<file path="config.mk">
export PLATFORM = sky130hd
export DESIGN_NAME = alu_dec_stage
export DESIGN_NICKNAME = d
export VERILOG_FILES = /design/src/rtl/alu_pkg.sv /design/src/rtl/alu_sel_dec.sv /design/src/rtl/alu_dec_stage.sv
export SDC_FILE = /design/constraint.sdc
export NUM_CORES = 1
export LEC_CHECK = 0
export CAP_MARGIN = 20
export CELL_PAD_IN_SITES_DETAIL_PLACEMENT = 1
export CELL_PAD_IN_SITES_GLOBAL_PLACEMENT = 2
export CORE_MARGIN = 2
export CORE_UTILIZATION = 25
export DETAILED_ROUTE_END_ITERATION = 8
export PLACE_DENSITY = 0.71
export RECOVER_POWER = 50
export SLEW_MARGIN = 30
export SYNTH_ARGS = -nofsm -noshare
export SYNTH_HDL_FRONTEND = slang
export SYNTH_HIERARCHICAL = 1
export SYNTH_SLANG_ARGS = --single-unit
</file>
<file path="constraint.sdc">
create_clock -name clk -period 2.78 [get_ports clk]
set_input_delay 0.417 -clock clk [delete_from_list [all_inputs] [get_ports clk]]
set_output_delay 0.417 -clock clk [all_outputs]
set_load 0.02 [all_outputs]
</file>
<file path="src/rtl/alu_pkg.sv">
// rtl/alu_pkg.sv - shared ALU select codes, opcode constants and decode-stage FSM encoding
package alu_pkg;

    localparam logic [3:0] SEL_AND       = 4'b0000;
    localparam logic [3:0] SEL_OR        = 4'b0001;
    localparam logic [3:0] SEL_XOR       = 4'b1001;
    localparam logic [3:0] SEL_ADD       = 4'b0010;
    localparam logic [3:0] SEL_SUB       = 4'b0011;
    localparam logic [3:0] SEL_SLTU      = 4'b0100;
    localparam logic [3:0] SEL_SLT       = 4'b1011;
    localparam logic [3:0] SEL_PASS_B    = 4'b0101;
    localparam logic [3:0] SEL_ADD_SHL12 = 4'b0111;
    localparam logic [3:0] SEL_SLL       = 4'b1000;
    localparam logic [3:0] SEL_SRL       = 4'b1100;

    localparam logic [6:0] OPC_OP     = 7'b0110011;
    localparam logic [6:0] OPC_OP_IMM = 7'b0010011;
    localparam logic [6:0] OPC_LUI    = 7'b0110111;
    localparam logic [6:0] OPC_AUIPC  = 7'b0010111;

    localparam logic [6:0] F7_BASE = 7'b0000000;
    localparam logic [6:0] F7_ALT  = 7'b0100000;

    localparam logic [1:0] ST_EMPTY = 2'd0;
    localparam logic [1:0] ST_ONE   = 2'd1;
    localparam logic [1:0] ST_TWO   = 2'd2;

    typedef struct packed {
        logic [31:0] op_a;
        logic [31:0] op_b;
        logic [3:0]  alu_sel;
        logic [4:0]  rd;
        logic        wen;
        logic        illegal;
    } dec_entry_t;

    // Shared by register and immediate forms; shifts map SRA slots to SRL and are rejected by funct7.
    function automatic logic [3:0] funct3_sel(input logic [2:0] funct3);
        logic [3:0] sel;
        case (funct3)
            3'b000:  sel = SEL_ADD;
            3'b001:  sel = SEL_SLL;
            3'b010:  sel = SEL_SLT;
            3'b011:  sel = SEL_SLTU;
            3'b100:  sel = SEL_XOR;
            3'b101:  sel = SEL_SRL;
            3'b110:  sel = SEL_OR;
            default: sel = SEL_AND;
        endcase
        return sel;
    endfunction

endpackage

</file>
<file path="src/rtl/alu_sel_dec.sv">
// rtl/alu_sel_dec.sv - combinational instruction decoder for the ALU stage
// ALU_DEC_ILLEGAL_EN: when defined, illegal is reported; otherwise tied 0.
module alu_sel_dec (
    input  logic [31:0] instr,
    input  logic [31:0] pc,
    input  logic [31:0] rs1_data,
    input  logic [31:0] rs2_data,
    output logic [31:0] op_a,
    output logic [31:0] op_b,
    output logic [3:0]  alu_sel,
    output logic [4:0]  rd,
    output logic        wen,
    output logic        illegal
);
    import alu_pkg::*;

    logic [6:0] opcode;
    logic [2:0] funct3;
    logic [6:0] funct7;
    logic       legal;

    assign opcode = instr[6:0];
    assign funct3 = instr[14:12];
    assign funct7 = instr[31:25];

    always_comb begin
        legal   = 1'b1;
        op_a    = 32'd0;
        op_b    = 32'd0;
        alu_sel = SEL_ADD;
        case (opcode)
            OPC_OP: begin
                op_a = rs1_data;
                op_b = rs2_data;
                if (funct7 == F7_BASE) begin
                    alu_sel = funct3_sel(funct3);
                end else if (funct7 == F7_ALT && funct3 == 3'b000) begin
                    alu_sel = SEL_SUB;
                end else begin
                    legal = 1'b0;
                end
            end
            OPC_OP_IMM: begin
                op_a    = rs1_data;
                op_b    = {{20{instr[31]}}, instr[31:20]};
                alu_sel = funct3_sel(funct3);
                // Shift-immediates carry funct7 in the upper immediate bits; only logical shifts are legal.
                if (funct3 == 3'b001 || funct3 == 3'b101) begin
                    op_b = {27'd0, instr[24:20]};
                    if (funct7 != F7_BASE) begin
                        legal = 1'b0;
                    end
                end
            end
            OPC_LUI: begin
                alu_sel = SEL_PASS_B;
                op_b    = {instr[31:12], 12'd0};
            end
            OPC_AUIPC: begin
                alu_sel = SEL_ADD_SHL12;
                op_a    = pc;
                op_b    = {12'd0, instr[31:12]};
            end
            default: legal = 1'b0;
        endcase

        if (!legal) begin
            op_a    = 32'd0;
            op_b    = 32'd0;
            alu_sel = SEL_ADD;
        end
    end

    assign rd  = instr[11:7];
    assign wen = legal && (instr[11:7] != 5'd0);

`ifdef ALU_DEC_ILLEGAL_EN
    assign illegal = ~legal;
`else
    assign illegal = 1'b0;
`endif

endmodule

</file>
<file path="src/rtl/alu_dec_stage.sv">
// rtl/alu_dec_stage.sv - decode stage with 2-entry skid buffer feeding the ALU
// ALU_DEC_ILLEGAL_EN (in alu_sel_dec) controls out_illegal reporting.
module alu_dec_stage (
    input  logic        clk,
    input  logic        rst_n,
    input  logic        flush,
    input  logic        in_valid,
    output logic        in_ready,
    input  logic [31:0] in_instr,
    input  logic [31:0] in_pc,
    input  logic [31:0] in_rs1_data,
    input  logic [31:0] in_rs2_data,
    output logic        out_valid,
    input  logic        out_ready,
    output logic [31:0] out_op_a,
    output logic [31:0] out_op_b,
    output logic [3:0]  out_alu_sel,
    output logic [4:0]  out_rd,
    output logic        out_wen,
    output logic        out_illegal
);
    import alu_pkg::*;

    logic [31:0] dec_op_a;
    logic [31:0] dec_op_b;
    logic [3:0]  dec_alu_sel;
    logic [4:0]  dec_rd;
    logic        dec_wen;
    logic        dec_illegal;
    dec_entry_t  dec_w;

    logic [1:0]  state_q, state_d;
    logic        in_ready_q, in_ready_d;
    dec_entry_t  head_q, head_d;
    dec_entry_t  tail_q, tail_d;
    logic        accept;
    logic        drain;

    alu_sel_dec u_dec (
        .instr    (in_instr),
        .pc       (in_pc),
        .rs1_data (in_rs1_data),
        .rs2_data (in_rs2_data),
        .op_a     (dec_op_a),
        .op_b     (dec_op_b),
        .alu_sel  (dec_alu_sel),
        .rd       (dec_rd),
        .wen      (dec_wen),
        .illegal  (dec_illegal)
    );

    assign dec_w = '{op_a: dec_op_a, op_b: dec_op_b, alu_sel: dec_alu_sel,
                     rd: dec_rd, wen: dec_wen, illegal: dec_illegal};

    assign accept = in_valid & in_ready_q & ~flush;
    assign drain  = (state_q != ST_EMPTY) & out_ready & ~flush;

    always_comb begin
        state_d = state_q;
        head_d  = head_q;
        tail_d  = tail_q;
        case (state_q)
            ST_EMPTY: begin
                if (accept) begin
                    state_d = ST_ONE;
                    head_d  = dec_w;
                end
            end
            ST_ONE: begin
                if (accept && drain) begin
                    head_d = dec_w;
                end else if (accept) begin
                    state_d = ST_TWO;
                    tail_d  = dec_w;
                end else if (drain) begin
                    state_d = ST_EMPTY;
                end
            end
            ST_TWO: begin
                if (drain) begin
                    state_d = ST_ONE;
                    head_d  = tail_q;
                end
            end
            default: state_d = ST_EMPTY;
        endcase
        if (flush) begin
            state_d = ST_EMPTY;
        end
        // Registered from next state so in_ready never depends combinationally on out_ready.
        in_ready_d = (state_d != ST_TWO);
    end

    always_ff @(posedge clk or negedge rst_n) begin
        if (!rst_n) begin
            state_q    <= ST_EMPTY;
            in_ready_q <= 1'b0;
            head_q     <= '0;
            tail_q     <= '0;
        end else begin
            state_q    <= state_d;
            in_ready_q <= in_ready_d;
            head_q     <= head_d;
            tail_q     <= tail_d;
        end
    end

    assign in_ready    = in_ready_q;
    assign out_valid   = (state_q != ST_EMPTY);
    assign out_op_a    = head_q.op_a;
    assign out_op_b    = head_q.op_b;
    assign out_alu_sel = head_q.alu_sel;
    assign out_rd      = head_q.rd;
    assign out_wen     = head_q.wen;
    assign out_illegal = head_q.illegal;

endmodule

</file>
==> qor.yml <==
synth_area_um2: 8268
initial_utilization: 0.2541
min_period_ns: 2.669
ys_seq_elements: 153
synth_edf_count: 0
violations: "capacitance limit, slew limit"
hold_viol: 0
crit_slowest_cell: "or4b_4"
async_flop_share: 1.000
worst_pin_slew_ns: 1.546
synth_cells: 748
setup_ws_ns: 0.1109
min-delay-path-class: "in -> async"
synth_fp_nets: 881
critical-path-top-delay-family: "compound AO/OA/AOI/OAI gates"
worstPathMaxFanout: 8
instances_no_fill: 1419
first_pass_iters: 4
drt_wl_total_mm: 25.69
endpoint: "out_op_b[25]"
synthDistinctLibCells: 49
worstPathRequired_ns: 3.13
core_area_um2: 32540
endpoint_kind: "flop"
cts_setup_buffers: 0
p_leak_nw: 4.803
criticalPathCategory: "in -> reg"
setup_viol: 0
grt_pass1_vias: 6920
holdWs_ns: 0.4117
drt_iter0_drc: 219
antenna_found_initial: 1
path_buf_inv: 3
clock.fmax_mhz: 374.7
hpwl_mm: 18.12
post-route-period-util: 0.9601
ant_nets: 0
grt_setup_unrepaired: "no"
crit_path_start_kind: "primary input"
nFillCells: 3625
cts.sinks: 153
cts_tree: "built"
drv_slew: 67
synth.yosys.seq_area_share: 0.4631
fp.dieW_um: 185.9
layout_common_cells: "clkdlybuf4s50_1 (183), dfrtp_1 (153), mux2i_1 (96)"
grt.overflow.total: 0
cp_cell_sequence: "clkdlybuf4s50_1 > or4b_4 > a2111oi_4 > o211ai_1 > buf_4 > o21ai_0 > buf_4 > mux2i_1 > o21ai_1"
die_h_um: 185.9
setup-tns-final_ns: 0
worstReg2RegEnd: "tail_q[74]"
place.port_buffers: 209
rows: 66
post-place-ws_ns: -0.3765
worstPathArrival_ns: 3.02
slew_headroom: -0.03079
grt_max_degree: 84
insertion_delay_ns: 0.42
wire_per_inst_um: 18.10
cts-root-buf: "clkbuf_16"
drc_errors: 0
numCtsBuffers: 17
worst_clock_skew_ns: 0.01117
max_stage_delay_ns: 0.60
layout_commonest_cell: "clkdlybuf4s50_1"
finalWeightedCongestion: 0.7965
avgSynthCellArea_um2: 11.05
cts_buffer_depth: 2
yosys_warnings: 6
ys.flop_type: "dfrtp_1"
final_core_util: 0.3543
peakVddDrop_v: 0.0003958
path_depth: 9
grt_pass1_wl_mm: 39.94
htreeDepth: 4
vias: 6437
syn2layout_area_growth_pct: 39.41
drive_above_1_share: 0.1988
reg2reg_from: "state_q[1]"
cts.clk_slew.worst_paths_ns: 0.07
final_net_count: 1096
p_per_area_nw_per_um2: 462.7
r2r_cells: 4
grt_usage: 0.1523
cap_violations: 1
dieArea_um2: 34540
status: "finished, violations left"
ff2ff_setup_slack_ns: 0.25
dp_cells: 1385
pin_count: 210
via_per_inst: 4.536
startpoint: "in_instr[14]"
path_common_cell: "buf_4"
## metrics by stage
step,instance area (um2),power [mW]
after floorplan,8268,2.676
after global placement,11030,3.081
after detailed placement,11030,3.089
after CTS,11620,5.457
after global routing,11520,5.583
final,11530,5.333
## worst min-delay path by stage
| stage | from | to | slack [ns] | cells past startpoint |
|---|---|---|---|---|
| finish | rst_n | tail_q[39] | 0.41 | 2 |
| global route | rst_n | tail_q[39] | 0.42 | 2 |
| CTS | rst_n | tail_q[39] | 0.32 | 2 |
| detailed placement | rst_n | tail_q[39] | 0.22 | 1 |
| global placement | rst_n | tail_q[39] | 0.22 | 1 |
| floorplan | rst_n | in_ready | 0.12 | 0 |
## power breakdown
| part | total [mW] | internal, mW | switching (mW) |
|---|---|---|---|
| registers | 2.32 | 2.29 | 0.0328 |
| logic | 0.698 | 0.354 | 0.344 |
| clock network | 2.31 | 1.20 | 1.11 |
## synth_stat cells (all sizes together), types with 2 or more instances
library cell | instances | area share
a2111oi | 2 | 0.0044
a211oi | 6 | 0.0054
a21oi | 33 | 0.020
a221oi | 6 | 0.0064
a22oi | 33 | 0.030
buf | 47 | 0.051
clkbuf | 18 | 0.0082
dfrtp | 153 | 0.46
inv | 2 | 0.00091
mux2 | 80 | 0.13
mux2i | 96 | 0.12
nand2 | 95 | 0.043
nand3 | 5 | 0.0030
nand3b | 2 | 0.0023
nor2 | 54 | 0.025
nor2b | 4 | 0.0039
nor3 | 4 | 0.0024
o21ai | 87 | 0.062
xor2 | 2 | 0.0021
## logic make-up (layout without fill, tap and decap cells)
kind of cell	Yosys count	in the layout	share of synthesized area
AO/OA/AOI/OAI	176	176	0.1385
multiplexers	176	176	0.2479
AND/OR/NAND/NOR	172	172	0.08747
flip-flops	153	153	0.4631
buffers and inverters	68	296	0.06053
XOR/XNOR	2	2	0.002119
other	1	2	0.0004536
## area by class of cell
| class | instances | area, um2 | share of cell area |
|---|---|---|---|
| inverters | 3 | 11.26 | 0.0009770 |
| well taps | 442 | 553.0 | 0.04798 |
| repair buffers | 261 | 2589 | 0.2246 |
| diodes | 1 | 2.502 | 0.0002171 |
| flip-flops and latches | 153 | 3829 | 0.3322 |
| clock inverters | 15 | 151.4 | 0.01313 |
| clock buffers | 17 | 425.4 | 0.03691 |
| multi-input cells | 527 | 3965 | 0.3440 |
## registers in the layout, indices dropped and copies added, names as in the netlist
| signal | cells |
|---|---|
| in_ready | 1 |
| out_alu_sel | 4 |
| out_illegal | 1 |
| out_op_a | 32 |
| out_op_b | 32 |
| out_rd | 5 |
| out_wen | 1 |
| state_q | 2 |
| tail_q | 75 |
## per-layer routing
metal / GRT usage / part of all wire / vias to the layer above
li1: - / - / 3091
met1: 0.1986 / 0.46 / 3234
met2: 0.2547 / 0.48 / 104
met3: 0.04050 / 0.046 / 8
met4: 0.02835 / 0.0056 / 0
met5: 0 / 0 / -
## worst reg2reg max path, stage by stage (launching register included)
cell and delay, ns:
dfrtp_1 0.46, and3b_1 0.24, nand3b_1 0.40, clkbuf_2 0.88, mux2_2 0.43
## what timing repair did
action | CTS | global route
hold buffers | 1 | 0
hold endpoints to repair | 4 | 0
gates resized for setup | 0 | 1
setup endpoints to repair | 0 | 1
No activity file was read; power rests on OpenSTA's default activity.
